$ cat src/rtl/picosoc_iomux_pkg.sv
// Shared types and constants for the picosoc_iomux peripheral interconnect.
package picosoc_iomux_pkg;

    typedef enum logic [1:0] {
        IDLE   = 2'b00,
        ACTIVE = 2'b01,
        DONE   = 2'b10
    } state_t;

    typedef enum logic [1:0] {
        ERR_NONE    = 2'b00,
        ERR_DECODE  = 2'b01,
        ERR_TIMEOUT = 2'b10
    } err_cause_t;

    localparam logic [31:0] ERR_RDATA_DEFAULT = 32'hDEAD_BEEF;

    function automatic logic win_hit(input logic [31:0] addr,
                                     input logic [31:0] base,
                                     input logic [31:0] mask);
        return ((addr & mask) == (base & mask));
    endfunction

endpackage

$ cat src/rtl/picosoc_iomux_decode.sv
// Combinational address decoder: first matching window wins, lowest index first.
module picosoc_iomux_decode
    import picosoc_iomux_pkg::*;
#(
    parameter int                    NSLAVES    = 4,
    parameter logic [NSLAVES*32-1:0] SLAVE_BASE = {32'h0300_0000, 32'h0200_0000, 32'h0200_0010, 32'h0200_0000},
    parameter logic [NSLAVES*32-1:0] SLAVE_MASK = {4{32'hFF00_0000}},
    parameter int                    IDX_W      = (NSLAVES > 1) ? $clog2(NSLAVES) : 1
) (
    input  logic [31:0]      i_addr,
    output logic             o_hit,
    output logic [IDX_W-1:0] o_sel_idx
);

    // Scan from the top so the lowest matching index is written last.
    always_comb begin
        o_hit     = 1'b0;
        o_sel_idx = {IDX_W{1'b0}};
        for (int i = NSLAVES - 1; i >= 0; i--) begin
            if (win_hit(i_addr, SLAVE_BASE[32*i +: 32], SLAVE_MASK[32*i +: 32])) begin
                o_hit     = 1'b1;
                o_sel_idx = IDX_W'(i);
            end else begin
                o_hit     = o_hit;
                o_sel_idx = o_sel_idx;
            end
        end
    end

endmodule

$ cat src/rtl/picosoc_iomux.sv
// PicoRV32 native-bus to NSLAVES peripheral interconnect with a registered
// request stage, per-transaction timeout and unmapped-address error reporting.
module picosoc_iomux
    import picosoc_iomux_pkg::*;
#(
    parameter int                    NSLAVES    = 4,
    parameter logic [NSLAVES*32-1:0] SLAVE_BASE = {32'h0300_0000, 32'h0200_0000, 32'h0200_0010, 32'h0200_0000},
    parameter logic [NSLAVES*32-1:0] SLAVE_MASK = {4{32'hFF00_0000}},
    parameter int                    TIMEOUT    = 255,
    parameter logic [31:0]           ERR_RDATA  = ERR_RDATA_DEFAULT
) (
    input  logic                    clk,
    input  logic                    resetn,
    input  logic                    mem_valid,
    output logic                    mem_ready,
    input  logic [31:0]             mem_addr,
    input  logic [31:0]             mem_wdata,
    input  logic [3:0]              mem_wstrb,
    output logic [31:0]             mem_rdata,
    output logic [NSLAVES-1:0]      s_valid,
    input  logic [NSLAVES-1:0]      s_ready,
    output logic [31:0]             s_addr,
    output logic [31:0]             s_wdata,
    output logic [3:0]              s_wstrb,
    input  logic [NSLAVES*32-1:0]   s_rdata,
    output logic                    err_irq,
    output logic [31:0]             err_addr,
    output logic [1:0]              err_cause,
    input  logic                    err_clear
);

    localparam int IDX_W = (NSLAVES > 1) ? $clog2(NSLAVES) : 1;
    localparam int CNT_W = (TIMEOUT > 0) ? $clog2(TIMEOUT + 1) : 1;

    state_t             r_state;
    state_t             w_next_state;
    logic [IDX_W-1:0]   r_sel;
    logic [NSLAVES-1:0] r_s_valid;
    logic [31:0]        r_s_addr;
    logic [31:0]        r_s_wdata;
    logic [3:0]         r_s_wstrb;
    logic               r_mem_ready;
    logic [31:0]        r_mem_rdata;
    logic               r_err_irq;
    logic [31:0]        r_err_addr;
    err_cause_t         r_err_cause;

    logic               w_hit;
    logic [IDX_W-1:0]   w_sel_idx;
    logic               w_sel_ready;
    logic [31:0]        w_sel_rdata;
    logic               w_timeout;
    logic               w_accept;
    logic               w_decode_err;
    logic               w_complete;
    logic               w_abort;

    picosoc_iomux_decode #(
        .NSLAVES    (NSLAVES),
        .SLAVE_BASE (SLAVE_BASE),
        .SLAVE_MASK (SLAVE_MASK),
        .IDX_W      (IDX_W)
    ) u_decode (
        .i_addr    (mem_addr),
        .o_hit     (w_hit),
        .o_sel_idx (w_sel_idx)
    );

    // Only the selected slave's handshake and data matter; the rest are ignored.
    assign w_sel_ready = s_ready[r_sel];
    assign w_sel_rdata = s_rdata[32*r_sel +: 32];

    generate
        if (TIMEOUT > 0) begin : g_cnt
            logic [CNT_W-1:0] r_cnt;

            // Counts ACTIVE cycles; parked at zero in every other state.
            always_ff @(posedge clk or negedge resetn) begin
                if (!resetn) begin
                    r_cnt <= {CNT_W{1'b0}};
                end else if (r_state == ACTIVE) begin
                    r_cnt <= r_cnt + CNT_W'(1);
                end else begin
                    r_cnt <= {CNT_W{1'b0}};
                end
            end

            assign w_timeout = (r_cnt == CNT_W'(TIMEOUT - 1));
        end else begin : g_no_cnt
            assign w_timeout = 1'b0;
        end
    endgenerate

    // State register.
    always_ff @(posedge clk or negedge resetn) begin
        if (!resetn) begin
            r_state <= IDLE;
        end else begin
            r_state <= w_next_state;
        end
    end

    // Transaction events; s_ready beats a simultaneous timeout.
    always_comb begin
        w_accept     = 1'b0;
        w_decode_err = 1'b0;
        w_complete   = 1'b0;
        w_abort      = 1'b0;
        case (r_state)
            IDLE: begin
                w_accept     = mem_valid & w_hit;
                w_decode_err = mem_valid & ~w_hit;
            end
            ACTIVE: begin
                w_complete = w_sel_ready;
                w_abort    = ~w_sel_ready & w_timeout;
            end
            DONE: begin
                w_accept = 1'b0;
            end
            default: begin
                w_accept = 1'b0;
            end
        endcase
    end

    // Next-state logic.
    always_comb begin
        w_next_state = r_state;
        case (r_state)
            IDLE: begin
                if (w_accept) begin
                    w_next_state = ACTIVE;
                end else if (w_decode_err) begin
                    w_next_state = DONE;
                end else begin
                    w_next_state = IDLE;
                end
            end
            ACTIVE: begin
                if (w_complete || w_abort) begin
                    w_next_state = DONE;
                end else begin
                    w_next_state = ACTIVE;
                end
            end
            DONE:    w_next_state = IDLE;
            default: w_next_state = IDLE;
        endcase
    end

    // Request stage toward the slaves, held stable for the whole transaction.
    always_ff @(posedge clk or negedge resetn) begin
        if (!resetn) begin
            r_sel     <= {IDX_W{1'b0}};
            r_s_valid <= {NSLAVES{1'b0}};
            r_s_addr  <= 32'h0000_0000;
            r_s_wdata <= 32'h0000_0000;
            r_s_wstrb <= 4'b0000;
        end else if (w_accept) begin
            r_sel     <= w_sel_idx;
            r_s_valid <= NSLAVES'(1) << w_sel_idx;
            r_s_addr  <= mem_addr;
            r_s_wdata <= mem_wdata;
            r_s_wstrb <= mem_wstrb;
        end else if (w_complete || w_abort) begin
            r_s_valid <= {NSLAVES{1'b0}};
        end else begin
            r_s_valid <= r_s_valid;
        end
    end

    // CPU response and error reporting; a new error overrides err_clear.
    always_ff @(posedge clk or negedge resetn) begin
        if (!resetn) begin
            r_mem_ready <= 1'b0;
            r_mem_rdata <= 32'h0000_0000;
            r_err_irq   <= 1'b0;
            r_err_addr  <= 32'h0000_0000;
            r_err_cause <= ERR_NONE;
        end else begin
            r_mem_ready <= w_decode_err | w_complete | w_abort;
            r_err_irq   <= w_decode_err | w_abort;
            if (w_decode_err || w_abort) begin
                r_mem_rdata <= ERR_RDATA;
            end else if (w_complete) begin
                r_mem_rdata <= w_sel_rdata;
            end else begin
                r_mem_rdata <= r_mem_rdata;
            end
            if (w_decode_err) begin
                r_err_cause <= ERR_DECODE;
                r_err_addr  <= mem_addr;
            end else if (w_abort) begin
                r_err_cause <= ERR_TIMEOUT;
                r_err_addr  <= r_s_addr;
            end else if (err_clear) begin
                r_err_cause <= ERR_NONE;
            end else begin
                r_err_cause <= r_err_cause;
            end
        end
    end

    assign mem_ready = r_mem_ready;
    assign mem_rdata = r_mem_rdata;
    assign s_valid   = r_s_valid;
    assign s_addr    = r_s_addr;
    assign s_wdata   = r_s_wdata;
    assign s_wstrb   = r_s_wstrb;
    assign err_irq   = r_err_irq;
    assign err_addr  = r_err_addr;
    assign err_cause = r_err_cause;

endmodule
$ cat config.mk
export PLATFORM = sky130hd
export DESIGN_NAME = picosoc_iomux
export DESIGN_NICKNAME = d
export VERILOG_FILES = /design/src/rtl/picosoc_iomux_pkg.sv /design/src/rtl/picosoc_iomux_decode.sv /design/src/rtl/picosoc_iomux.sv
export SDC_FILE = /design/constraint.sdc
export NUM_CORES = 1
export LEC_CHECK = 0
export CORE_AREA = 5 5 129 131
export DETAILED_ROUTE_END_ITERATION = 16
export DIE_AREA = 0 0 134 136
export DONT_BUFFER_PORTS = 1
export GPL_TIMING_DRIVEN = 0
export SYNTH_ARGS = -nofsm -noshare
export SYNTH_HDL_FRONTEND = slang
export SYNTH_SLANG_ARGS = --single-unit
export TNS_END_PERCENT = 1
$ cat constraint.sdc
create_clock -name clk -period 2.21 [get_ports clk]
set_input_delay 0.5525 -clock clk [delete_from_list [all_inputs] [get_ports clk]]
set_output_delay 0.5525 -clock clk [all_outputs]
set_load 0.02 [all_outputs]
---- Word-level counts from Yosys, hierarchy flattened ----
Cells that the tools add are included.
storage, ports and cells
  logic and storage cells ................. 59
  output and inout port bits .............. 140
  flip-flop bits (word level) ............. 152
operators by class
  bitwise operators ....................... 8
  multiplexer cells ....................... 24
  shift operators ......................... 2
  add/sub/neg operators ................... 1
  magnitude comparators ................... 1
  reduce and logical (&&, ||, !) cells .... 7
  equality and inequality tests ........... 4
operators by type and width
  operator               count
  $mux W32               4
  $shiftx A128 B8 Y32    1
  $eq A8 B2 Y1 const B   2
  $mux W2                8
  $add A8 B1 Y8 const B  1
  $eq A8 B8 Y1 const B   1
  $mux W4                2
  $mux W8                1
  $mux W1                7
  $reduce_bool A2 Y1     3
  $pmux W2 S2            1
  $shl A1 B2 Y4 const A  1
  $and A1 B1 Y1          3
  $lt A2 B3 Y1 const B   1
  $or A1 B1 Y1           3
  $reduce_bool A3 Y1     1
  $bmux W1 S2            1
  $eq A2 B1 Y1 const B   1
  $logic_not A2 Y1       1
  $logic_or A1 B1 Y1     2
  $not A1 Y1             2

---- Longest topological paths before layout ----
  depth after elaboration ................. 9
  gate-level depth with buffers ........... 9
  mapped depth without buffers ............ 7

---- By module ----
Synthesis repeated with hierarchy kept, for this count alone.
unflattened totals
  cells, all modules ...................... 701
  area, all modules ....................... 7014.2 um^2
by module, submodules not included
  module                instances  cells each  area each (um^2)
  picosoc_iomux         1          696         6974.2
  picosoc_iomux_decode  1          5           40.0

---- Least setup slack after synthesis ----
Ideal clock, no wire load.
  path type ............................... input to register
  start point ............................. input port mem_addr[28]
  end point ............................... register r_s_addr[10], in the netlist s_addr[10]
  setup slack ............................. 414 ps
  data required time ...................... 2085 ps
  arrival time ............................ 1671 ps
  stages .................................. 4
  setup time .............................. 125 ps
  buffers on the path ..................... 1
  path through ............................ nor4_4 nand3_4 buf_6 mux2_4
between the ends
  cells in the longest elaborated chain, start to end .. 5
  elaborated cells on any way between the ends .. 6
  those cells by class .................... eq/ne: 2; mux: 3; bitwise: 1
ends and longest elaborated chain
  what                  line                        text
  from (decl)           picosoc_iomux.sv:16         input logic [31:0] mem_addr,
  $eq A8 B2 Y1          picosoc_iomux_pkg.sv:21     return ((addr & mask) == (base & mask));
  $mux W1               picosoc_iomux_decode.sv:20  if (win_hit(i_addr, SLAVE_BASE[32*i +: 32], SLAVE_MASK[32*i +: 32])) begin
  $mux W1 (*)           picosoc_iomux_decode.sv:20
  $and A1 B1 Y1 (*)     picosoc_iomux.sv:111        w_accept = mem_valid & w_hit;
  $mux W1 (*)           picosoc_iomux.sv:109        case (r_state)
  to (signal assigned)  picosoc_iomux.sv:163        r_s_addr <= mem_addr;
  to (decl)             picosoc_iomux.sv:39         logic [31:0] r_s_addr;
Every way passes the cells marked *; elsewhere a longest branch is shown, timed or not.
A chain may end at the register's enable or synchronous reset.

---- Worst setup path in the final report ----
  start point ............................. register g_cnt.r_cnt[0]
  end point ............................... register r_mem_rdata[29], in the netlist mem_rdata[29]
between the ends
  cells in the longest elaborated chain, start to end .. 5
  elaborated cells on any way between the ends .. 6
  those cells by class .................... eq/ne: 1; mux: 2; bitwise: 1; reduce/logical: 2
ends and longest elaborated chain
  what                                            line                  text
  from (decl)                                     picosoc_iomux.sv:75   logic [CNT_W-1:0] r_cnt;
  from (signal assigned)                          picosoc_iomux.sv:80   r_cnt <= {CNT_W{1'b0}};
  from (signal assigned)                          picosoc_iomux.sv:82   r_cnt <= r_cnt + CNT_W'(1);
  from (signal assigned)                          picosoc_iomux.sv:84   r_cnt <= {CNT_W{1'b0}};
  $eq A8 B8 Y1 (*)                                picosoc_iomux.sv:88   assign w_timeout = (r_cnt == CNT_W'(TIMEOUT - 1));
  $and A1 B1 Y1 (*)                               picosoc_iomux.sv:116  w_abort = ~w_sel_ready & w_timeout;
  $mux W1 (*)                                     picosoc_iomux.sv:109
  $logic_or A1 B1 Y1 (*)                          picosoc_iomux.sv:184  if (w_decode_err || w_abort) begin
  $mux W32 or $reduce_bool A2 Y1 (tied branches)  n/a
  to (signal assigned)                            picosoc_iomux.sv:187  r_mem_rdata <= w_sel_rdata;
  to (signal assigned)                            picosoc_iomux.sv:189  r_mem_rdata <= r_mem_rdata;
  to (decl)                                       picosoc_iomux.sv:43   logic [31:0] r_mem_rdata;
Marks and branches as above.

==> flow_metrics.py <==
metrics = {
    "layout": {
        "finish.instance_area_sq_um": 7460,
        "nets": 742,
        "fillers": 1352,
        "synthToLayoutAreaGrowth_pct": 13.1,
        "fin_util_pct": 48.2,
        "multi_input_area_sq_um": 2550,
        "seq_area_sq_um": 3730,
        "drive_above_1_share_pct": 25.3,
    },
    "global_route": {
        "grtUsageTotal_pct": 18.4,
        "grt_first_pass_wirelength_mm": 25.7,
        "grt_remaining_overflow": 0,
        "grt_max_degree": 150,
        "antenna_found_initial": 1,
        "grt_pass1_vias": 4434,
    },
    "power": {
        "switchingPower_uw": 1760,
        "internal_power_uw": 4870,
        "p_clk_share_pct": 44.9,
        "p_seq_share_pct": 49.2,
        "ir_worst_vdd_mv": 0.535,
        "combPwrFrac_pct": 5.9,
        "switching_share_pct": 26.5,
        "powerDensity_nw_per_um2": 888,
        "power_leakage_uw": 0.00359,
    },
    "synthesis": {
        "yosysSeqAreaShare_pct": 56.5,
        "yosysWarningCount": 0,
        "synthDominantCellAreaShare_pct": 56.5,
        "ys_top_cells_by_area": "dfrtp_1, mux2_4, mux2i_1",
        "syn_area_sq_um": 6600,
        "yosysTopAreaCell": "dfrtp_1",
        "postSynthCellCount": 516,
        "synth.avg_cell_area_sq_um": 12.8,
        "synth-seq-cells": 149,
        "synth_cell_types": 41,
    },
    "sta": {
        "hold_violations": 149,
        "setup_viol": 0,
        "max_freq_mhz": 517,
        "report.final.slew_viol_count": 0,
        "post-route-period-util_pct": 87.6,
        "fin_skew_ns": 0.00532,
        "relSlewSlack_pct": 45.5,
        "hold-worst-slack_ns": -0.171,
        "fin_crit_ns": 1.94,
        "final.setup.tns_ns": 0,
        "rsz0062_at_grt": "no",
        "worstMarginPinSlew_ns": 0.817,
    },
    "cts": {
        "numCtsBuffers": 17,
        "cts_tree": "done",
        "clock_path_buffers": 2,
        "cts_resized": 0,
        "clock-sinks": 149,
        "clk_latency_ns": 0.41,
        "path_clk_slew_ns": 0.06,
        "h-tree-depth": 4,
        "clockRootBuffer": "clkbuf_16",
    },
    "setup_path": {
        "crit_path_end_kind": "flop",
        "startpoint_type": "flop",
        "cp_max_fo": 10,
        "worst_ep_arrival_time_ns": 2.26,
        "critical_path_class": "flop to flop",
        "crit_required_ns": 2.54,
    },
    "die": {
        "dieArea_sq_um": 18200,
        "initial_core_util_pct": 42.6,
        "core_sq_um": 15500,
        "rows": 46,
        "die_x_microns": 134,
        "io_pins": 344,
        "die_h_microns": 136,
    },
    "route": {
        "vias": 4140,
        "wl_per_cell_microns": 23.0,
        "via_per_inst": 5.58,
        "ant_nets": 0,
        "routed_wl_mm": 17.1,
        "dr.pass1.iters": 5,
        "drc": 0,
        "drtIter0Drc": 120,
    },
    "placement": {
        "postPlaceCellArea_sq_um": 6840,
        "gp_congestion": 0.776,
        "dpl.hpwl_mm": 12.6,
        "port_buffers": 0,
    },
    "hold_path": {
        "min_path_type": "primary input to asynchronous set/reset pin",
    },
    "outcome": {
        "violations": "hold timing",
        "status": "finished, violations left",
    },
    "flow_run": {
        "drv_cap": 0,
    },
}
## worst max-delay path, stage by stage (launching register included)
cell and delay (ns):
dfrtp_1 0.43, inv_1 0.06, ha_1 0.19, and4b_1 0.19, and4_1 0.21, buf_6 0.15
nor2_8 0.17, inv_2 0.13, buf_6 0.17, a211oi_2 0.15
## timing repair
action / in CTS / in global routing
setup buffers: 0 / 0
hold endpoints to repair: 149 / 149
setup endpoints to repair: 0 / 0
## layer usage
layer	share of wire [%]	vias to the layer above	global-route usage, %
met5	0	-	0
met4	1.7	0	6.51
met3	10	24	8.99
met2	51	193	30.8
met1	37	2084	20.5
li1	-	1839	-
## path summary, 6_finish.rpt
kind	from	endpoint	slack [ns]	cells past startpoint
max in group asynchronous	resetn	mem_rdata[9]	2.20	0
worst min-delay path	resetn	s_wstrb[1]	-0.17	0
worst max-delay path	g_cnt.r_cnt[0]	mem_rdata[29]	0.27	9
worst max register to register	g_cnt.r_cnt[0]	mem_rdata[29]	0.27	9
worst min register to register	g_cnt.r_cnt[7]	g_cnt.r_cnt[7]	0.54	2
min in group clk	mem_addr[24]	s_valid[0]	0.25	1
## final cells by class
| cell class | count | area share, % |
|---|---|---|
| Clock inverter | 13 | 2.18 |
| Inverter | 19 | 0.956 |
| Tap cell | 192 | 3.22 |
| Buffer | 36 | 3.29 |
| Clock buffer | 19 | 6.07 |
| Antenna cell | 1 | 0.0336 |
| Sequential cell | 149 | 50.0 |
| Multi-Input combinational cell | 313 | 34.3 |
## Yosys cell counts, drive strengths merged
| master | n |
|---|---|
| nand4 | 5 |
| and3 | 1 |
| or2 | 1 |
| nand2 | 52 |
| xor2 | 5 |
| a21bo | 1 |
| nor4 | 1 |
| a22oi | 17 |
| ha | 2 |
| xnor2 | 1 |
| conb | 1 |
| inv | 19 |
| o211ai | 24 |
| and2 | 6 |
| nand3b | 1 |
| and4 | 2 |
| a21boi | 1 |
| buf | 30 |
| o21ai | 21 |
| a211oi | 8 |
| mux2 | 60 |
| and4b | 1 |
| nand2b | 4 |
| dfrtp | 149 |
| nand3 | 6 |
| nor3b | 2 |
| mux2i | 33 |
| nor2 | 33 |
| a31oi | 7 |
| a21oi | 16 |
| clkbuf | 6 |
## layout by cell type, fill, tap and decap left out, types with 2 or more instances in the layout
master / Yosys / routed
a211oi_2: 8 / 8
a21oi_1: 16 / 16
a22oi_1: 17 / 17
a31oi_1: 7 / 7
and2_1: 6 / 6
and4_1: 2 / 2
buf_2: 13 / 13
buf_4: 7 / 7
buf_6: 9 / 9
bufinv_16: 0 / 2
clkbuf_1: 6 / 6
clkbuf_16: 0 / 17
clkbuf_8: 0 / 2
clkinv_4: 0 / 2
clkinvlp_4: 0 / 2
conb_1: 1 / 2
dfrtp_1: 149 / 149
ha_1: 2 / 2
inv_1: 18 / 18
inv_8: 0 / 5
mux2_2: 3 / 3
mux2_4: 57 / 57
mux2i_1: 32 / 32
nand2_1: 52 / 52
nand2b_1: 4 / 4
nand3_1: 5 / 5
nand4_1: 5 / 5
nor2_1: 32 / 32
o211ai_1: 24 / 24
o21ai_0: 10 / 10
o21ai_1: 11 / 11
xor2_1: 5 / 5
## kinds of logic (layout without fill, tap and decap cells)
logic type | after synthesis | count (layout) | share of synthesized area, %
AO/OA/AOI/OAI | 95 | 95 | 10.1
XOR/XNOR | 6 | 6 | 0.797
adder cells (fa/ha/maj) | 2 | 2 | 0.379
buffers and inverters | 55 | 87 | 4.80
flip-flops | 149 | 149 | 56.5
multiplexers | 93 | 93 | 18.7
other | 1 | 3 | 0.0568
AND/OR/NAND/NOR | 115 | 115 | 8.67
## metrics by stage
step / hold WS, ns / setup slack [ns] / std cells / total power [uW]
after floorplan: 0.257 / 0.414 / 517 / 3570
after global placement: 0.261 / 0.208 / 709 / 3690
after detailed placement: 0.260 / 0.176 / 709 / 3710
after CTS: -0.194 / 0.258 / 741 / 6700
after global routing: -0.202 / 0.152 / 742 / 6880
final: -0.171 / 0.274 / 742 / 6630
## power groups by stage
stage | registers (uW) | clock network, uW | logic, uW
floorplan | 3240 | 0 | 328
global placement | 3310 | 0 | 381
detailed placement | 3310 | 0 | 399
CTS | 3270 | 3040 | 396
global route | 3280 | 3170 | 433
finish | 3260 | 2970 | 392
## sequential cells by signal, indices dropped and copies added (netlist names)
signal	cells
err_addr	32
mem_rdata	32
s_addr	32
s_wdata	32
g_cnt.r_cnt	8
s_wstrb	4
err_cause	2
r_state	2
s_valid	2
err_irq	1
mem_ready	1
r_sel	1
Note: power is estimated with default switching activity, not from simulation.
